### config.mk
export PLATFORM = sky130hd
export DESIGN_NAME = rf_wb_arbiter_flat
export DESIGN_NICKNAME = d
export VERILOG_FILES = /design/src/rtl/rf_pkg.sv /design/src/rtl/rf_wb_arbiter_if.sv /design/src/rtl/rf_scoreboard.sv /design/src/rtl/rf_wb_arbiter.sv /design/src/flat_wrapper.sv
export SDC_FILE = /design/constraint.sdc
export NUM_CORES = 1
export LEC_CHECK = 0
export BUFFER_PORTS_ARGS = -buffer_cell sky130_fd_sc_hd__buf_2
export CAP_MARGIN = 40
export CORE_MARGIN = 4
export CORE_UTILIZATION = 43
export DETAILED_ROUTE_END_ITERATION = 8
export PLACE_DENSITY_LB_ADDON = 0.25
export SYNTH_ARGS = -nofsm -noshare
export SYNTH_HDL_FRONTEND = slang
export SYNTH_SLANG_ARGS = --single-unit
### constraint.sdc
create_clock -name clk -period 1.6 [get_ports clk]
set_input_delay 0.32 -clock clk [delete_from_list [all_inputs] [get_ports clk]]
set_output_delay 0.32 -clock clk [all_outputs]
set_load 0.005 [all_outputs]
### src/rtl/rf_pkg.sv
// Shared types and sizing for the register-file writeback arbiter.
// Latency: n/a (declarations only).
// Backpressure: n/a.
package rf_pkg;

   localparam int XLEN           = 32;
   localparam int REG_AW         = 5;
   localparam int NREGS          = 2 ** REG_AW;
   localparam int STARVE_MAX_DEF = 4;

   typedef logic [REG_AW-1:0] reg_addr_t;
   typedef logic [XLEN-1:0]   xlen_t;
   typedef logic [NREGS-1:0]  busy_vec_t;

   // One-hot mask selecting a single register's busy flag.
   function automatic busy_vec_t reg_mask(input reg_addr_t rd);
      busy_vec_t m;
      m = '0;
      m[rd] = 1'b1;
      return m;
   endfunction

endpackage

### src/rtl/rf_wb_arbiter_if.sv
// Bundle of requester, issue, scoreboard and regfile-port signals of the arbiter.
// Latency: n/a (wiring only).
// Backpressure: ready outputs are driven by the arbiter (slave side).
interface rf_wb_arbiter_if;
   import rf_pkg::*;

   logic      p_valid;
   reg_addr_t p_rd;
   xlen_t     p_wd;
   logic      p_ready;

   logic      l_valid;
   reg_addr_t l_rd;
   xlen_t     l_wd;
   logic      l_ready;

   logic      issue_valid;
   reg_addr_t issue_rd;

   busy_vec_t busy;

   logic      rf_we;
   reg_addr_t rf_a3;
   xlen_t     rf_wd;

   // Arbiter side.
   modport slave (
      input  p_valid, p_rd, p_wd, l_valid, l_rd, l_wd, issue_valid, issue_rd,
      output p_ready, l_ready, busy, rf_we, rf_a3, rf_wd
   );

   // Requester / environment side.
   modport master (
      output p_valid, p_rd, p_wd, l_valid, l_rd, l_wd, issue_valid, issue_rd,
      input  p_ready, l_ready, busy, rf_we, rf_a3, rf_wd
   );

endinterface

### src/rtl/rf_scoreboard.sv
// Busy flags for registers with an outstanding long-latency write; x0 never busy.
// Latency: set/clear visible the cycle after the edge that applies them.
// Backpressure: none; set wins over clear on the same register.
module rf_scoreboard
   import rf_pkg::*;
(
   input  logic      clk,
   input  logic      reset,
   input  logic      set_en,
   input  reg_addr_t set_rd,
   input  logic      clr_en,
   input  reg_addr_t clr_rd,
   output busy_vec_t busy
);

   busy_vec_t busy_q, busy_d;

   // Next busy vector: clear first so a same-cycle issue to that register re-marks it.
   always_comb begin
      busy_d = busy_q;
      if (clr_en)
         busy_d = busy_d & ~reg_mask(clr_rd);
      if (set_en && (set_rd != '0))
         busy_d = busy_d | reg_mask(set_rd);
      busy_d[0] = 1'b0;
   end

   // Busy state register.
   always_ff @(posedge clk) begin
      if (reset)
         busy_q <= '0;
      else
         busy_q <= busy_d;
   end

   assign busy = busy_q;

endmodule

### src/rtl/rf_wb_arbiter.sv
// Shares the regfile write port between pipeline (P) and long-latency unit (L).
// Latency: a transfer at edge N drives rf_we/rf_a3/rf_wd during cycle N+1.
// Backpressure: P wins ties unless L has been refused STARVE_MAX cycles; ready is combinational.
module rf_wb_arbiter
   import rf_pkg::*;
#(
   parameter int STARVE_MAX = STARVE_MAX_DEF
)
(
   input  logic             clk,
   input  logic             reset,
   rf_wb_arbiter_if.slave   bus
);

   localparam int              CNT_W      = $clog2(STARVE_MAX + 1);
   localparam logic [CNT_W-1:0] STARVE_LIM = CNT_W'(STARVE_MAX);

   logic [CNT_W-1:0] starve_q, starve_d;
   logic             l_grant, p_grant;
   logic             rf_we_q, rf_we_d;
   reg_addr_t        rf_a3_q, rf_a3_d;
   xlen_t            rf_wd_q, rf_wd_d;
   busy_vec_t        busy_w;

   // Grant: L only when P is idle or L has waited its full allowance; nothing during reset.
   always_comb begin
      l_grant = !reset && bus.l_valid && (!bus.p_valid || (starve_q == STARVE_LIM));
      p_grant = !reset && bus.p_valid && !l_grant;
   end

   assign bus.l_ready = l_grant;
   assign bus.p_ready = p_grant;

   // Starvation count: grows while L is refused, drops to zero when L is served or idle.
   always_comb begin
      starve_d = '0;
      if (bus.l_valid && !l_grant)
         starve_d = (starve_q == STARVE_LIM) ? STARVE_LIM : starve_q + 1'b1;
   end

   // Write-port next state: capture the winner; x0 transfers complete without a write.
   always_comb begin
      rf_we_d = 1'b0;
      rf_a3_d = rf_a3_q;
      rf_wd_d = rf_wd_q;
      if (l_grant) begin
         rf_we_d = (bus.l_rd != '0);
         rf_a3_d = bus.l_rd;
         rf_wd_d = bus.l_wd;
      end else if (p_grant) begin
         rf_we_d = (bus.p_rd != '0);
         rf_a3_d = bus.p_rd;
         rf_wd_d = bus.p_wd;
      end
   end

   // Arbiter state and registered regfile port.
   always_ff @(posedge clk) begin
      if (reset) begin
         starve_q <= '0;
         rf_we_q  <= 1'b0;
         rf_a3_q  <= '0;
         rf_wd_q  <= '0;
      end else begin
         starve_q <= starve_d;
         rf_we_q  <= rf_we_d;
         rf_a3_q  <= rf_a3_d;
         rf_wd_q  <= rf_wd_d;
      end
   end

   assign bus.rf_we = rf_we_q;
   assign bus.rf_a3 = rf_a3_q;
   assign bus.rf_wd = rf_wd_q;

   rf_scoreboard u_scoreboard (
      .clk    (clk),
      .reset  (reset),
      .set_en (bus.issue_valid),
      .set_rd (bus.issue_rd),
      .clr_en (l_grant),
      .clr_rd (bus.l_rd),
      .busy   (busy_w)
   );

   assign bus.busy = busy_w;

endmodule
### src/flat_wrapper.sv
// flat-port wrapper written by rule: the top's interface ports become plain ports
module rf_wb_arbiter_flat import rf_pkg::*;
#(
   parameter int STARVE_MAX = STARVE_MAX_DEF
)
  (clk, reset, bus_p_valid, bus_p_rd, bus_p_wd, bus_l_valid, bus_l_rd, bus_l_wd, bus_issue_valid, bus_issue_rd, bus_p_ready, bus_l_ready, bus_busy, bus_rf_we, bus_rf_a3, bus_rf_wd);
  rf_wb_arbiter_if bus_i ();
  input  logic clk;
  input  logic reset;
  input wire logic [$bits(bus_i.p_valid)-1:0] bus_p_valid;
  input wire logic [$bits(bus_i.p_rd)-1:0] bus_p_rd;
  input wire logic [$bits(bus_i.p_wd)-1:0] bus_p_wd;
  input wire logic [$bits(bus_i.l_valid)-1:0] bus_l_valid;
  input wire logic [$bits(bus_i.l_rd)-1:0] bus_l_rd;
  input wire logic [$bits(bus_i.l_wd)-1:0] bus_l_wd;
  input wire logic [$bits(bus_i.issue_valid)-1:0] bus_issue_valid;
  input wire logic [$bits(bus_i.issue_rd)-1:0] bus_issue_rd;
  output wire logic [$bits(bus_i.p_ready)-1:0] bus_p_ready;
  output wire logic [$bits(bus_i.l_ready)-1:0] bus_l_ready;
  output wire logic [$bits(bus_i.busy)-1:0] bus_busy;
  output wire logic [$bits(bus_i.rf_we)-1:0] bus_rf_we;
  output wire logic [$bits(bus_i.rf_a3)-1:0] bus_rf_a3;
  output wire logic [$bits(bus_i.rf_wd)-1:0] bus_rf_wd;
  assign bus_i.p_valid = bus_p_valid;
  assign bus_i.p_rd = bus_p_rd;
  assign bus_i.p_wd = bus_p_wd;
  assign bus_i.l_valid = bus_l_valid;
  assign bus_i.l_rd = bus_l_rd;
  assign bus_i.l_wd = bus_l_wd;
  assign bus_i.issue_valid = bus_issue_valid;
  assign bus_i.issue_rd = bus_issue_rd;
  assign bus_p_ready = bus_i.p_ready;
  assign bus_l_ready = bus_i.l_ready;
  assign bus_busy = bus_i.busy;
  assign bus_rf_we = bus_i.rf_we;
  assign bus_rf_a3 = bus_i.rf_a3;
  assign bus_rf_wd = bus_i.rf_wd;
  rf_wb_arbiter #(.STARVE_MAX(STARVE_MAX)) u_core (.clk(clk), .reset(reset), .bus(bus_i));
endmodule
### Word-level counts from Yosys, hierarchy flattened

Index checks and enable logic that the tools add are counted.

| word-level totals | value |
|---|---|
| register bits | 73 |
| output and inout bits | 72 |

| operators by class | value |
|---|---|
| order comparisons | 4 |
| multiplexer cells | 13 |
| bitwise gates (word level) | 4 |
| equality and inequality tests | 1 |
| reduce and logical (&&, ||, !) cells | 18 |
| $add $sub $neg | 1 |

Operators with widths:

| cell | count |
|---|---|
| $mux W32 | 4 |
| $and A32 B32 Y32 | 1 |
| $not A32 Y32 | 1 |
| $or A32 B32 Y32 | 1 |
| $reduce_bool A5 Y1 | 3 |
| $lt A5 B6 Y1 const B | 2 |
| $demux W1 S5 | 2 |
| $ge A5 B1 Y1 const B | 2 |
| $mux W5 | 2 |
| $logic_and A1 B1 Y1 | 8 |
| $mux W1 | 4 |
| $add A3 B1 Y3 const B | 1 |
| $eq A3 B3 Y1 const B | 1 |
| $logic_not A1 Y1 | 3 |
| $mux W3 | 1 |
| $reduce_or A3 Y1 | 1 |
| $reduce_bool A2 Y1 | 1 |
| $reduce_or A2 Y1 | 1 |
| $logic_or A1 B1 Y1 | 1 |
| $not A1 Y1 | 1 |

### Logic depth before layout (Yosys ltp)

Gate-level depths: netlist of the first run.

| logic depth | value |
|---|---|
| depth in word-level cells | 9 |
| mapped depth | 7 |
| gate-level depth less buffers | 6 |

### Hierarchy

From an unflattened synthesis of the first run, not the netlist that was laid out.

| unflattened totals | value |
|---|---|
| cells, all modules | 395 |
| area total of the unflattened synthesis | 3,324.4 µm² |

By module, submodules not included:

| module | times used | area each (µm²) | sequential area each (µm²) | cells each |
|---|---|---|---|---|
| rf_wb_arbiter | 1 | 1,965.6 | 820.8 | 239 |
| rf_scoreboard | 1 | 1,358.8 | 620.6 | 156 |

### Least setup slack after synthesis of the first run

OpenSTA, ideal clock, no wires.

| path | value |
|---|---|
| path type | register -> output |
| from | reg u_core.starve_q[0] |
| to | out bus_l_ready |
| data arrival time | 1.275 ns |
| data required time | 1.280 ns |
| setup slack | 0.005 ns |
| stages on the path, launching flop included | 7 |
| buffers on the path | 1 |
| cells stage by stage | dfxtp_1 inv_1 ha_1 a21bo_2 nand2_2 buf_4 inv_1 |

| on the way | value |
|---|---|
| longest elaborated chain between the ends | 3 |

Ends and longest elaborated chain:

| what | line | RTL |
|---|---|---|
| from (decl) | rf_wb_arbiter.sv:18 | `logic [CNT_W-1:0] starve_q, starve_d;` |
| from (signal assigned) | rf_wb_arbiter.sv:65 | `starve_q <= starve_d;` |
| $eq A3 B3 Y1 | rf_wb_arbiter.sv:27 | `l_grant = !reset && bus.l_valid && (!bus.p_valid \|\| (starve_q == STARVE_LIM));` |
| $logic_or A1 B1 Y1 | rf_wb_arbiter.sv:27 |  |
| $logic_and A1 B1 Y1 | rf_wb_arbiter.sv:27 |  |
| to (decl) | flat_wrapper.sv:19 | `output wire logic [$bits(bus_i.l_ready)-1:0] bus_l_ready;` |

No other way between the ends.

### Worst setup path after layout of the first run

| path | value |
|---|---|
| from | reg u_core.starve_q[1] |
| to | out bus_l_ready |

Same word-level chain as after synthesis.

==> metrics.md, run 1 <==
| Metric | Value |
|---|---|
| H-Tree Depth | `3` |
| Most common cell in the netlist | `dfxtp_1` |
| Worst Hold Class | `in2reg` |
| Main synth FF type | `dfxtp_1` |
| Clock transition at path regs | `80 ps` |
| Register-to-register setup slack | `-10 ps` |
| Mapped cell area | `0.00358 mm²` |
| GPL Wtd Cong | `0.814` |
| Die Y | `99.3 µm` |
| Layout Nets | `657` |
| CP endpoint | `bus_l_ready` |
| Critical-path top delay cell | `dfxtp_2` |
| Post-synth top area share | `0.402` |
| Drt via density | `5.64` |
| Clock Path Buffers | `2` |
| Seq/Total Area, Yosys | `0.402` |
| DRC | `0` |
| Total core area | `0.00818 mm²` |
| Status | `finished with violations` |
| Num ports | `156` |
| Simple-Gate Fraction of Synth Area | `0.238` |
| Reg2reg path depth | `8` |
| Die area | `0.00986 mm²` |
| Slew @ Worst Pin | `728 ps` |
| CP endpoint kind | `output port` |
| 1st-pass router iterations | `4` |
| Die Width | `99.3 µm` |
| Final Hold Viols | `0` |
| Crit path launch type | `flip-flop` |
| Area grow syn2layout | `43.7%` |
| DRT iter0 DRCs | `239` |
| Critical path origin | `u_core.starve_q[1]` |
| Endpoints failing setup | `3` |
| Post-place setup slack | `-6.91 ps` |
| Total Wirelength | `11.8 mm` |
| Wire per inst | `17.3 µm` |
| Largest family of logic cells by synthesized area | `compound AO/OA/AOI/OAI gates` |
| Post-synth cell types | `38` |
| Failing checks | `negative setup slack` |
| Initial core utilization | `0.438` |
| Synth top area cells | `dfxtp_1 (40%), a2111oi_2 (13%), a311oi_1 (7.6%)` |
| Fin Clk Skew | `9.24 ps` |
| HPWL after DPL | `8.39 mm` |
| Synth top cells by count | `dfxtp_1 (72), nor2_1 (70), a21oi_1 (36), nand2_1 (36), nor3_1 (34)` |
| I/O Buffers | `154` |
| Relative slew slack | `0.513` |
| Final Util | `0.630` |
| Root buffer cell | `clkbuf_8` |
| Layout cell share with drive strength beyond 1 | `0.498` |
| Post-route setup slack | `-38.3 ps` |
| Post-synth EDFFs | `0` |
| CP most frequent cell | `inv_2` |
| CTS buffer count | `9` |
| Worst R2R End | `u_core.u_scoreboard.busy[29]` |
| Avg Inst Size Synth | `8.79 µm²` |
| Slowest stage delay, CP | `340 ps` |
| Cts hold-fix bufs | `0` |
| Ys Warns | `0` |
| Initial antenna violation count | `0` |
| Hold slack | `275 ps` |
| Max-slew violation count | `0` |
| Syn_nets | `494` |
| Gate count of the mapped netlist | `408` |
| Leak pwr | `0.00211 µW` |
| Crit-path max FO | `3` |
| Vias in the first global route | `3,708` |
| Peak VDD IR | `0.377 mV` |
| Period utilisation layout | `1.02` |
| Synth Area in Compound Gates | `0.287` |
| Leading area contributor after synthesis | `dfxtp_1` |
| Kind of critical path | `reg2out` |
| Synth Area in XOR/XNOR | `0` |
| GRT Util Overall | `0.233` |
| Fraction of registers with async set/reset | `0` |
| Final antenna diode count | `0` |
| Largest net degree at the start of global routing | `38` |
| Worst-path cell chain | `inv_2 > ha_4 > a21bo_4 > nand2_4 > inv_2 > buf_6` |
| Worst r2r src | `u_core.starve_q[1]` |
| Fraction of the mapped netlist area in adder cells | `0.00698` |
| Routed Antenna Nets | `0` |
| FMAX | `610 MHz` |
| Post-synthesis mux area share | `0.00279` |
| Yosys reg bits | `72` |
| Cell row count | `33` |
| Max-cap viol count | `0` |
| GR Overflow Total | `0` |
| Total chip power | `4070 µW` |
| Global-route wire length before repair | `18.6 mm` |
| Power Dens Cells | `790 mW/mm²` |
| Fillers | `708` |
| Via Count | `3,840` |
| Critical path required time | `1280 ps` |
| Clk_lat worst skew | `350 ps` |
| Clock Sinks | `72` |
| CTS tree | `built` |
| Minimum clock period | `1640 ps` |
| RSZ-0062 raised after global routing | `yes` |
| Data arrival, critical path | `1320 ps` |
critical path, delay by kind of cell (launching register included):
family	cells	cell delay (ps)
adders and majority gates	1	160
and+or+nand+nor	1	70
AOI/OAI and AO/OA	1	220
buffers and inverters	3	190
DFF	1	340
final cells by class:
type	count	area, µm²	share of cell area
multi-input cells	288	2130	0.413
clock buffers	10	138	0.0267
repair buffers	196	1250	0.243
flip-flops and latches	72	1450	0.281
clock inverters	6	43.8	0.00850
well taps	105	131	0.0255
inverters	4	15.0	0.00291
routing by layer:
metal / up-vias / GRT usage / wire (µm)
li1: 1836 / - / -
met2: 151 / 0.376 / 5650
met1: 1835 / 0.308 / 5080
met5: - / 0 / 0
met4: 0 / 0.0840 / 223
met3: 18 / 0.0477 / 860
state kept, by name, summed over array words and instances, names as in the netlist:
name                      cells
u_core.u_scoreboard.busy     31
u_core.bus.rf_we              1
u_core.starve_q               3
u_core.bus.rf_a3              5
u_core.bus.rf_wd             32
metrics by stage:
| step | cells | cell area, µm² | TNS [ps] |
|---|---|---|---|
| floorplan | 408 | 3580 | 0 |
| global placement | 655 | 4610 | 0 |
| detailed placement | 655 | 4610 | -6.91 |
| CTS | 676 | 4880 | -115 |
| global route | 681 | 5150 | -1470 |
| finish | 681 | 5150 | -88.1 |
worst min path at each step:
stage / startpoint / to / slack (ps) / cells after the start
2_1_floorplan: u_core.starve_q[0] / u_core.starve_q[0] / 420 / 1
3_3_place_gp: u_core.bus.rf_wd[21] / u_core.bus.rf_wd[21] / 500 / 2
3_5_place_dp: u_core.bus.rf_wd[21] / u_core.bus.rf_wd[21] / 500 / 2
4_1_cts: bus_p_wd[21] / u_core.bus.rf_wd[21] / 280 / 3
5_1_grt: bus_l_rd[1] / u_core.bus.rf_a3[1] / 290 / 3
6_report: bus_p_wd[21] / u_core.bus.rf_wd[21] / 270 / 3
timing repair:
action	4_1_cts	5_1_grt
gates cloned	0	1
setup buffers	5	6
pin swaps	3	12
gates resized for setup	15	38
endpoints found under the setup margin	2	60
hold endpoints to repair	0	0
cell usage in the layout (no fill, tap or decap), types with 6 or more instances in the layout:
cell       synthesis  routed
a311oi_2           0      21
nor3_1            34      30
a311oi_1          31      10
clkbuf_8           0      10
a2111oi_2         30      29
nand3_1            7       6
buf_6              1       8
buf_2             12     152
nand2_1           36      36
dfxtp_1           72      69
a21oi_1           36      36
buf_4              5      26
nor2_1            70      70
buf_12             0       9
cell families (layout without fill, tap and decap cells):
| logic type | Yosys count | count (layout) |
|---|---|---|
| other | 1 | 1 |
| muxes | 1 | 1 |
| adders and majority gates | 2 | 2 |
| buffers and inverters | 48 | 216 |
| and+or+nand+nor | 175 | 175 |
| AOI/OAI and AO/OA | 109 | 109 |
| DFF | 72 | 72 |
power by group:
group	leakage [µW]	total (µW)	internal (µW)	switching (µW)
registers	0.000591	1920	1880	43.1
clock network	0.0000926	1340	610	729
logic	0.00142	810	379	431
total	0.00211	4070	2870	1200
Note: power is estimated with default switching activity, not from simulation.
==> run 2, diff against run 1 <==
--- a/config.mk
+++ b/config.mk
@@ -14,3 +14,4 @@
 export SYNTH_ARGS = -nofsm -noshare
 export SYNTH_HDL_FRONTEND = slang
 export SYNTH_SLANG_ARGS = --single-unit
+export TNS_END_PERCENT = 50
==> run 2 against run 1 <==
  * The flow still finishes with violations (negative setup slack)
  * Critical path type unchanged
  * Combinational power decreased by 1%
  * Fmax increased by 0.16%
  * Cell count unchanged
  * Sequential power about the same
  * Die area unchanged
  * Largest cell class unchanged
  * Power decreased by 0.37%
==> metrics.md, run 2 (synthesis gave the netlist of run 1 again) <==
| Metric | Value |
|---|---|
| Status | `finished with violations (unchanged)` |
| Failing checks | `negative setup slack (unchanged)` |
| I/O Buffers | `154 (unchanged)` |
| CP bufs+invs | `3 (unchanged)` |
| Root buffer cell | `clkbuf_8 (unchanged)` |
| Period utilisation layout | `1.02 (about the same)` |
| Routed Antenna Nets | `0 (unchanged)` |
| Kind of critical path | `reg2out (unchanged)` |
| Die Width | `99.3 µm (unchanged)` |
| Largest net degree at the start of global routing | `38 (unchanged)` |
| Reg2reg path depth | `8 (unchanged)` |
| Num ports | `156 (unchanged)` |
| Hold slack | `278 ps (was 275 ps)` |
| Max-cap viol count | `0 (unchanged)` |
| Placed Instance Area | `0.00461 mm² (unchanged)` |
| 1st-pass router iterations | `4 (unchanged)` |
| Fin Clk Skew | `10.3 ps (was 9.24 ps)` |
| Worst R2R End | `u_core.u_scoreboard.busy[29] (unchanged)` |
| CP endpoint kind | `output port (unchanged)` |
| Via Count | `3,851 (was 3,840)` |
| Area grow syn2layout | `42.2% (was 43.7%)` |
| Crit-path max FO | `3 (unchanged)` |
| H-Tree Depth | `3 (unchanged)` |
| Most common cell after layout, fill and taps aside | `buf_2 (unchanged)` |
| Placed insts | `655 (unchanged)` |
| Cts hold-fix bufs | `0 (unchanged)` |
| RSZ-0062 raised after global routing | `yes (unchanged)` |
| Data arrival, critical path | `1320 ps (about the same)` |
| GR Overflow Total | `0 (unchanged)` |
| Worst-path cell chain | `inv_2 > ha_4 > a21bo_4 > nand2_4 > inv_2 > buf_6 (unchanged)` |
| Worst Hold Class | `in2reg (unchanged)` |
| Crit path launch type | `flip-flop (unchanged)` |
| Post-place setup slack | `-6.91 ps (unchanged)` |
| Leak pwr | `0.00210 µW (was 0.00211 µW)` |
| Power Dens Cells | `795 mW/mm² (was 790 mW/mm²)` |
| CTS tree | `built (unchanged)` |
| Critical path required time | `1280 ps (about the same)` |
| Die area | `0.00986 mm² (unchanged)` |
| Final Hold Viols | `0 (unchanged)` |
| Wire per inst | `17.2 µm (was 17.3 µm)` |
| Clk_lat worst skew | `350 ps (about the same)` |
| Initial core utilization | `0.438 (unchanged)` |
| Slowest stage delay, CP | `340 ps (about the same)` |
| Register-to-register setup slack | `-10 ps (about the same)` |
| Hold Path Depth | `3 (unchanged)` |
| Clock Path Buffers | `2 (unchanged)` |
| Global-route wire length before repair | `18.6 mm (unchanged)` |
| Post-Layout Cell Count | `681 (unchanged)` |
| Total core area | `0.00818 mm² (unchanged)` |
| HPWL after DPL | `8.39 mm (unchanged)` |
| Final antenna diode count | `0 (unchanged)` |
| GPL Wtd Cong | `0.814 (unchanged)` |
| CTS buffer count | `9 (unchanged)` |
| Most frequent cells in the layout | `buf_2 (152), nor2_1 (70), dfxtp_1 (69) (unchanged)` |
| GRT Util Overall | `0.233 (unchanged)` |
| Critical-path top delay cell | `dfxtp_2 (unchanged)` |
| DRT iter0 DRCs | `282 (was 239)` |
| Relative slew slack | `0.511 (was 0.513)` |
| Cell row count | `33 (unchanged)` |
| Post-route setup slack | `-35.7 ps (was -38.3 ps)` |
| CP most frequent cell | `inv_2 (unchanged)` |
| DRC | `0 (unchanged)` |
| Post-layout instance area | `0.00510 mm² (was 0.00515 mm²)` |
| Drt via density | `5.65 (was 5.64)` |
| Vias in the first global route | `3,708 (unchanged)` |
| Minimum clock period | `1640 ps (about the same)` |
| Worst r2r src | `u_core.starve_q[0] (was u_core.starve_q[1])` |
| Hold worst-path end | `u_core.bus.rf_wd[21] (unchanged)` |
| Layout cell share with drive strength beyond 1 | `0.488 (was 0.498)` |
| CP delay by family, top | `flip-flops (unchanged)` |
| Endpoints failing setup | `3 (unchanged)` |
| Clock Sinks | `72 (unchanged)` |
| Max-slew violation count | `0 (unchanged)` |
| Total Wirelength | `11.7 mm (was 11.8 mm)` |
| Final Util | `0.624 (was 0.630)` |
| Layout Nets | `657 (unchanged)` |
| Slew @ Worst Pin | `732 ps (was 728 ps)` |
| Peak VDD IR | `0.375 mV (was 0.377 mV)` |
| Initial antenna violation count | `0 (unchanged)` |
| FMAX | `611 MHz (was 610 MHz)` |
| Max reg flops | `32 (unchanged)` |
| Die Y | `99.3 µm (unchanged)` |
| Clock transition at path regs | `80 ps (about the same)` |
| Hold_sp | `bus_p_wd[21] (unchanged)` |
run 2: through the flow:
stage / power, µW / TNS, ps
after detailed placement: 2690 / -6.91
after CTS: 4040 / -115
after floorplan: 2350 / 0
after global placement: 2680 / 0
after global routing: 4250 / -1240
final: 4050 / -80.6
run 2: how the worst max path moves through the flow:
stage,cells past startpoint,from,endpoint
2_1_floorplan,6,u_core.starve_q[0],bus_l_ready
3_3_place_gp,6,u_core.starve_q[0],bus_l_ready
3_5_place_dp,5,reset,u_core.bus.rf_wd[25]
4_1_cts,6,u_core.starve_q[1],bus_p_ready
5_1_grt,8,u_core.starve_q[1],u_core.bus.rf_wd[18]
6_report,6,u_core.starve_q[0],bus_l_ready
run 2: cell type report:
class                   instances  area [µm²]
fillers                       711        3080
multi-input cells             288        2090
flip-flops and latches         72        1450
repair buffers                196        1230
clock buffers                  10         138
well taps                     105         131
clock inverters                 6        43.8
inverters                       4        15.0
run 2: report_power, final:
group	total [µW]	internal, µW	switching [µW]
logic	800	375	425
registers	1920	1880	43.6
clock network	1330	610	724
run 2: per-layer routing:
| layer | vias up | track usage | part of all wire |
|---|---|---|---|
| li1 | 1844 | - | - |
| met1 | 1823 | 0.308 | 0.43 |
| met2 | 164 | 0.376 | 0.48 |
| met4 | 0 | 0.0840 | 0.020 |
| met3 | 20 | 0.0477 | 0.074 |
| met5 | - | 0 | 0 |
run 2: worst reg2reg max path, stage by stage (launching register included):
cell and delay [ps]:
dfxtp_2 340, inv_2 40, ha_4 160, buf_6 110
a21boi_4 200, buf_12 160, nor4b_2 50, buf_4 200
a311oi_2 280
run 2: repair_timing:
item | 4_1_cts | 5_1_grt
endpoints found under the setup margin | 2 | 60
setup buffers | 5 | 5
pin swaps | 3 | 16
resized for setup | 15 | 30
gates cloned | 0 | 1
==> run 3, diff against run 2 <==
--- a/config.mk
+++ b/config.mk
@@ -5,7 +5,7 @@
 export SDC_FILE = /design/constraint.sdc
 export NUM_CORES = 1
 export LEC_CHECK = 0
-export BUFFER_PORTS_ARGS = -buffer_cell sky130_fd_sc_hd__buf_2
+export BUFFER_PORTS_ARGS = -buffer_cell sky130_fd_sc_hd__buf_4
 export CAP_MARGIN = 40
 export CORE_MARGIN = 4
 export CORE_UTILIZATION = 43
==> run 3 against run 2 <==
  * Critical endpoint unchanged
  * Via count is 0.13% lower
  * Worst hold slack better by 7.4 ps
  * Non-clock buffer count is 1 higher
  * Global-route usage is 0.090 points higher
  * Highest routed layer unchanged
  * Flip-flop and latch count stayed put
  * Cell count is 0.15% higher
  * First-iteration DRC count is 37% lower
  * Sequential share of layout area is 1.8 points lower
  * The run still ends with negative setup slack left
  * Fmax is 1.5% lower
  * Die area stayed put
  * Largest cell class unchanged
  * Critical path type unchanged
  * Utilization is 4.3 points higher
==> metrics.md, run 3 (synthesis gave the netlist of run 1 again) <==
| Metric | Value |
|---|---|
| Routed Antenna Nets | `0 (unchanged)` |
| Critical path required time | `1280 ps (about the same)` |
| CTS tree | `built (unchanged)` |
| Relative slew slack | `0.469 (was 0.511)` |
| Placed Instance Area | `0.00498 mm² (was 0.00461 mm²)` |
| FMAX | `602 MHz (was 611 MHz)` |
| Crit-path max FO | `3 (unchanged)` |
| DRC | `0 (unchanged)` |
| Wire per inst | `17.6 µm (was 17.2 µm)` |
| Total Wirelength | `12.0 mm (was 11.7 mm)` |
| Initial core utilization | `0.438 (unchanged)` |
| Post-Layout Cell Count | `682 (was 681)` |
| Status | `finished with violations (unchanged)` |
| Area grow syn2layout | `51.9% (was 42.2%)` |
| Final antenna diode count | `0 (unchanged)` |
| Post-route setup slack | `-60.7 ps (was -35.7 ps)` |
| Root buffer cell | `clkbuf_8 (unchanged)` |
| Final Hold Viols | `0 (unchanged)` |
| Clock Path Buffers | `2 (unchanged)` |
| Cell row count | `33 (unchanged)` |
| Placed insts | `655 (unchanged)` |
| Drt via density | `5.64 (was 5.65)` |
| Failing checks | `negative setup slack (unchanged)` |
| CP endpoint kind | `output port (unchanged)` |
| Die Y | `99.3 µm (unchanged)` |
| Minimum clock period | `1660 ps (was 1640 ps)` |
| Largest net degree at the start of global routing | `52 (was 38)` |
| Clock transition at path regs | `70 ps (was 80 ps)` |
| Period utilisation layout | `1.04 (was 1.02)` |
| Max reg flops | `32 (unchanged)` |
| Initial antenna violation count | `0 (unchanged)` |
| Worst Hold Class | `in2reg (unchanged)` |
| GRT Util Overall | `0.233 (about the same)` |
| Power Dens Cells | `809 mW/mm² (was 795 mW/mm²)` |
| Net Switching | `1160 µW (was 1190 µW)` |
| Global-route wire length before repair | `18.8 mm (was 18.6 mm)` |
| Post-place setup slack | `24.7 ps (was -6.91 ps)` |
| Data arrival, critical path | `1340 ps (was 1320 ps)` |
| Fillers | `664 (was 711)` |
| Die area | `0.00986 mm² (unchanged)` |
| Layout cell share with drive strength beyond 1 | `0.478 (was 0.488)` |
| GPL Wtd Cong | `0.798 (was 0.814)` |
| Cts hold-fix bufs | `0 (unchanged)` |
| Leak pwr | `0.00218 µW (was 0.00210 µW)` |
| Max-slew violation count | `0 (unchanged)` |
| Most frequent cells in the layout | `buf_4 (183), nor2_1 (70), dfxtp_1 (69) (was buf_2 (152), nor2_1 (70), dfxtp_1 (69))` |
| Crit path launch type | `flip-flop (unchanged)` |
| Sw Share | `0.263 (was 0.294)` |
| I/O Buffers | `154 (unchanged)` |
| Slew @ Worst Pin | `797 ps (was 732 ps)` |
| Endpoints failing setup | `5 (was 3)` |
| Post-layout instance area | `0.00545 mm² (was 0.00510 mm²)` |
| Clk_lat worst skew | `340 ps (was 350 ps)` |
| Die Width | `99.3 µm (unchanged)` |
| Max-cap viol count | `0 (unchanged)` |
| Clock share of power | `0.365 (was 0.329)` |
| Pint | `3250 µW (was 2860 µW)` |
| Peak VDD IR | `0.485 mV (was 0.375 mV)` |
| Via Count | `3,846 (was 3,851)` |
| HPWL after DPL | `8.43 mm (was 8.39 mm)` |
| Fin Clk Skew | `8.86 ps (was 10.3 ps)` |
| Total core area | `0.00818 mm² (unchanged)` |
| 1st-pass router iterations | `4 (unchanged)` |
| CTS buffer count | `9 (unchanged)` |
| DRT iter0 DRCs | `178 (was 282)` |
| Sequential fraction of design power | `0.437 (was 0.474)` |
| Num ports | `156 (unchanged)` |
| Clock Sinks | `72 (unchanged)` |
| Kind of critical path | `reg2out (unchanged)` |
| Layout Nets | `658 (was 657)` |
| RSZ-0062 raised after global routing | `yes (unchanged)` |
| H-Tree Depth | `3 (unchanged)` |
| Most common cell after layout, fill and taps aside | `buf_4 (was buf_2)` |
| Vias in the first global route | `3,614 (was 3,708)` |
| Comb power frac | `0.198 (was 0.197)` |
| GR Overflow Total | `0 (unchanged)` |
[run 3: cell types whose count changed in the layout (fill, tap and decap cells not counted), moves of 2 or more]
cell | previous run | this run
a311oi_1 | 13 | 18
a311oi_2 | 18 | 13
buf_12 | 8 | 6
buf_2 | 152 | 0
bufinv_16 | 0 | 2
clkinv_4 | 2 | 0
buf_4 | 29 | 183
[run 3: worst max-delay path: stages, from the launching register on]
cell and delay (ps):
dfxtp_2 350, inv_2 50, ha_4 160, a21bo_4 230, nand2_4 80, inv_4 30
buf_6 110
[run 3: power groups by stage]
stage	Sequential [µW]	Combinational, µW	Clock [µW]
CTS	1920	849	1620
floorplan	1970	382	0
detailed placement	1970	827	0
finish	1920	874	1610
global placement	1960	812	0
global route	1930	943	1710
[run 3: layer usage]
| metal | vias to the layer above | global-route usage | share of wire |
|---|---|---|---|
| met1 | 1828 | 0.314 | 0.43 |
| met4 | 0 | 0.0914 | 0.023 |
| met2 | 160 | 0.374 | 0.47 |
| met5 | - | 0 | 0 |
| li1 | 1838 | - | - |
| met3 | 20 | 0.0400 | 0.073 |
[run 3: through the flow]
step                      hold WS, ps  setup TNS [ps]   util  total power [µW]
after floorplan                   417               0      -              2350
after global placement            491               0  0.609              2770
after detailed placement          506               0  0.609              2790
after CTS                         273           -80.6  0.648              4400
after global routing              290           -1600  0.666              4580
final                             285            -143  0.666              4410
[run 3: final timing paths]
path,start,end,slack (ps),cells after the start
setup / recovery,u_core.starve_q[1],bus_l_ready,-60,6
hold reg to reg,u_core.starve_q[0],u_core.starve_q[0],510,2
hold / removal,bus_l_rd[0],u_core.bus.rf_a3[0],280,3
setup reg to reg,u_core.starve_q[1],u_core.u_scoreboard.busy[29],-40,8
[run 3: cell type report]
| class | instances | area [µm²] | share of cell area |
|---|---|---|---|
| well taps | 105 | 131 | 0.0241 |
| flip-flops and latches | 72 | 1450 | 0.265 |
| clock inverters | 6 | 82.6 | 0.0152 |
| repair buffers | 197 | 1590 | 0.292 |
| multi-input cells | 288 | 2040 | 0.375 |
| clock buffers | 10 | 138 | 0.0253 |
| inverters | 4 | 17.5 | 0.00322 |
[run 3: timing repair]
item	in CTS	in global routing
gates resized for setup	14	24
setup buffers	7	4
setup endpoints to repair	2	61
gates cloned	0	0
pin swaps	3	10
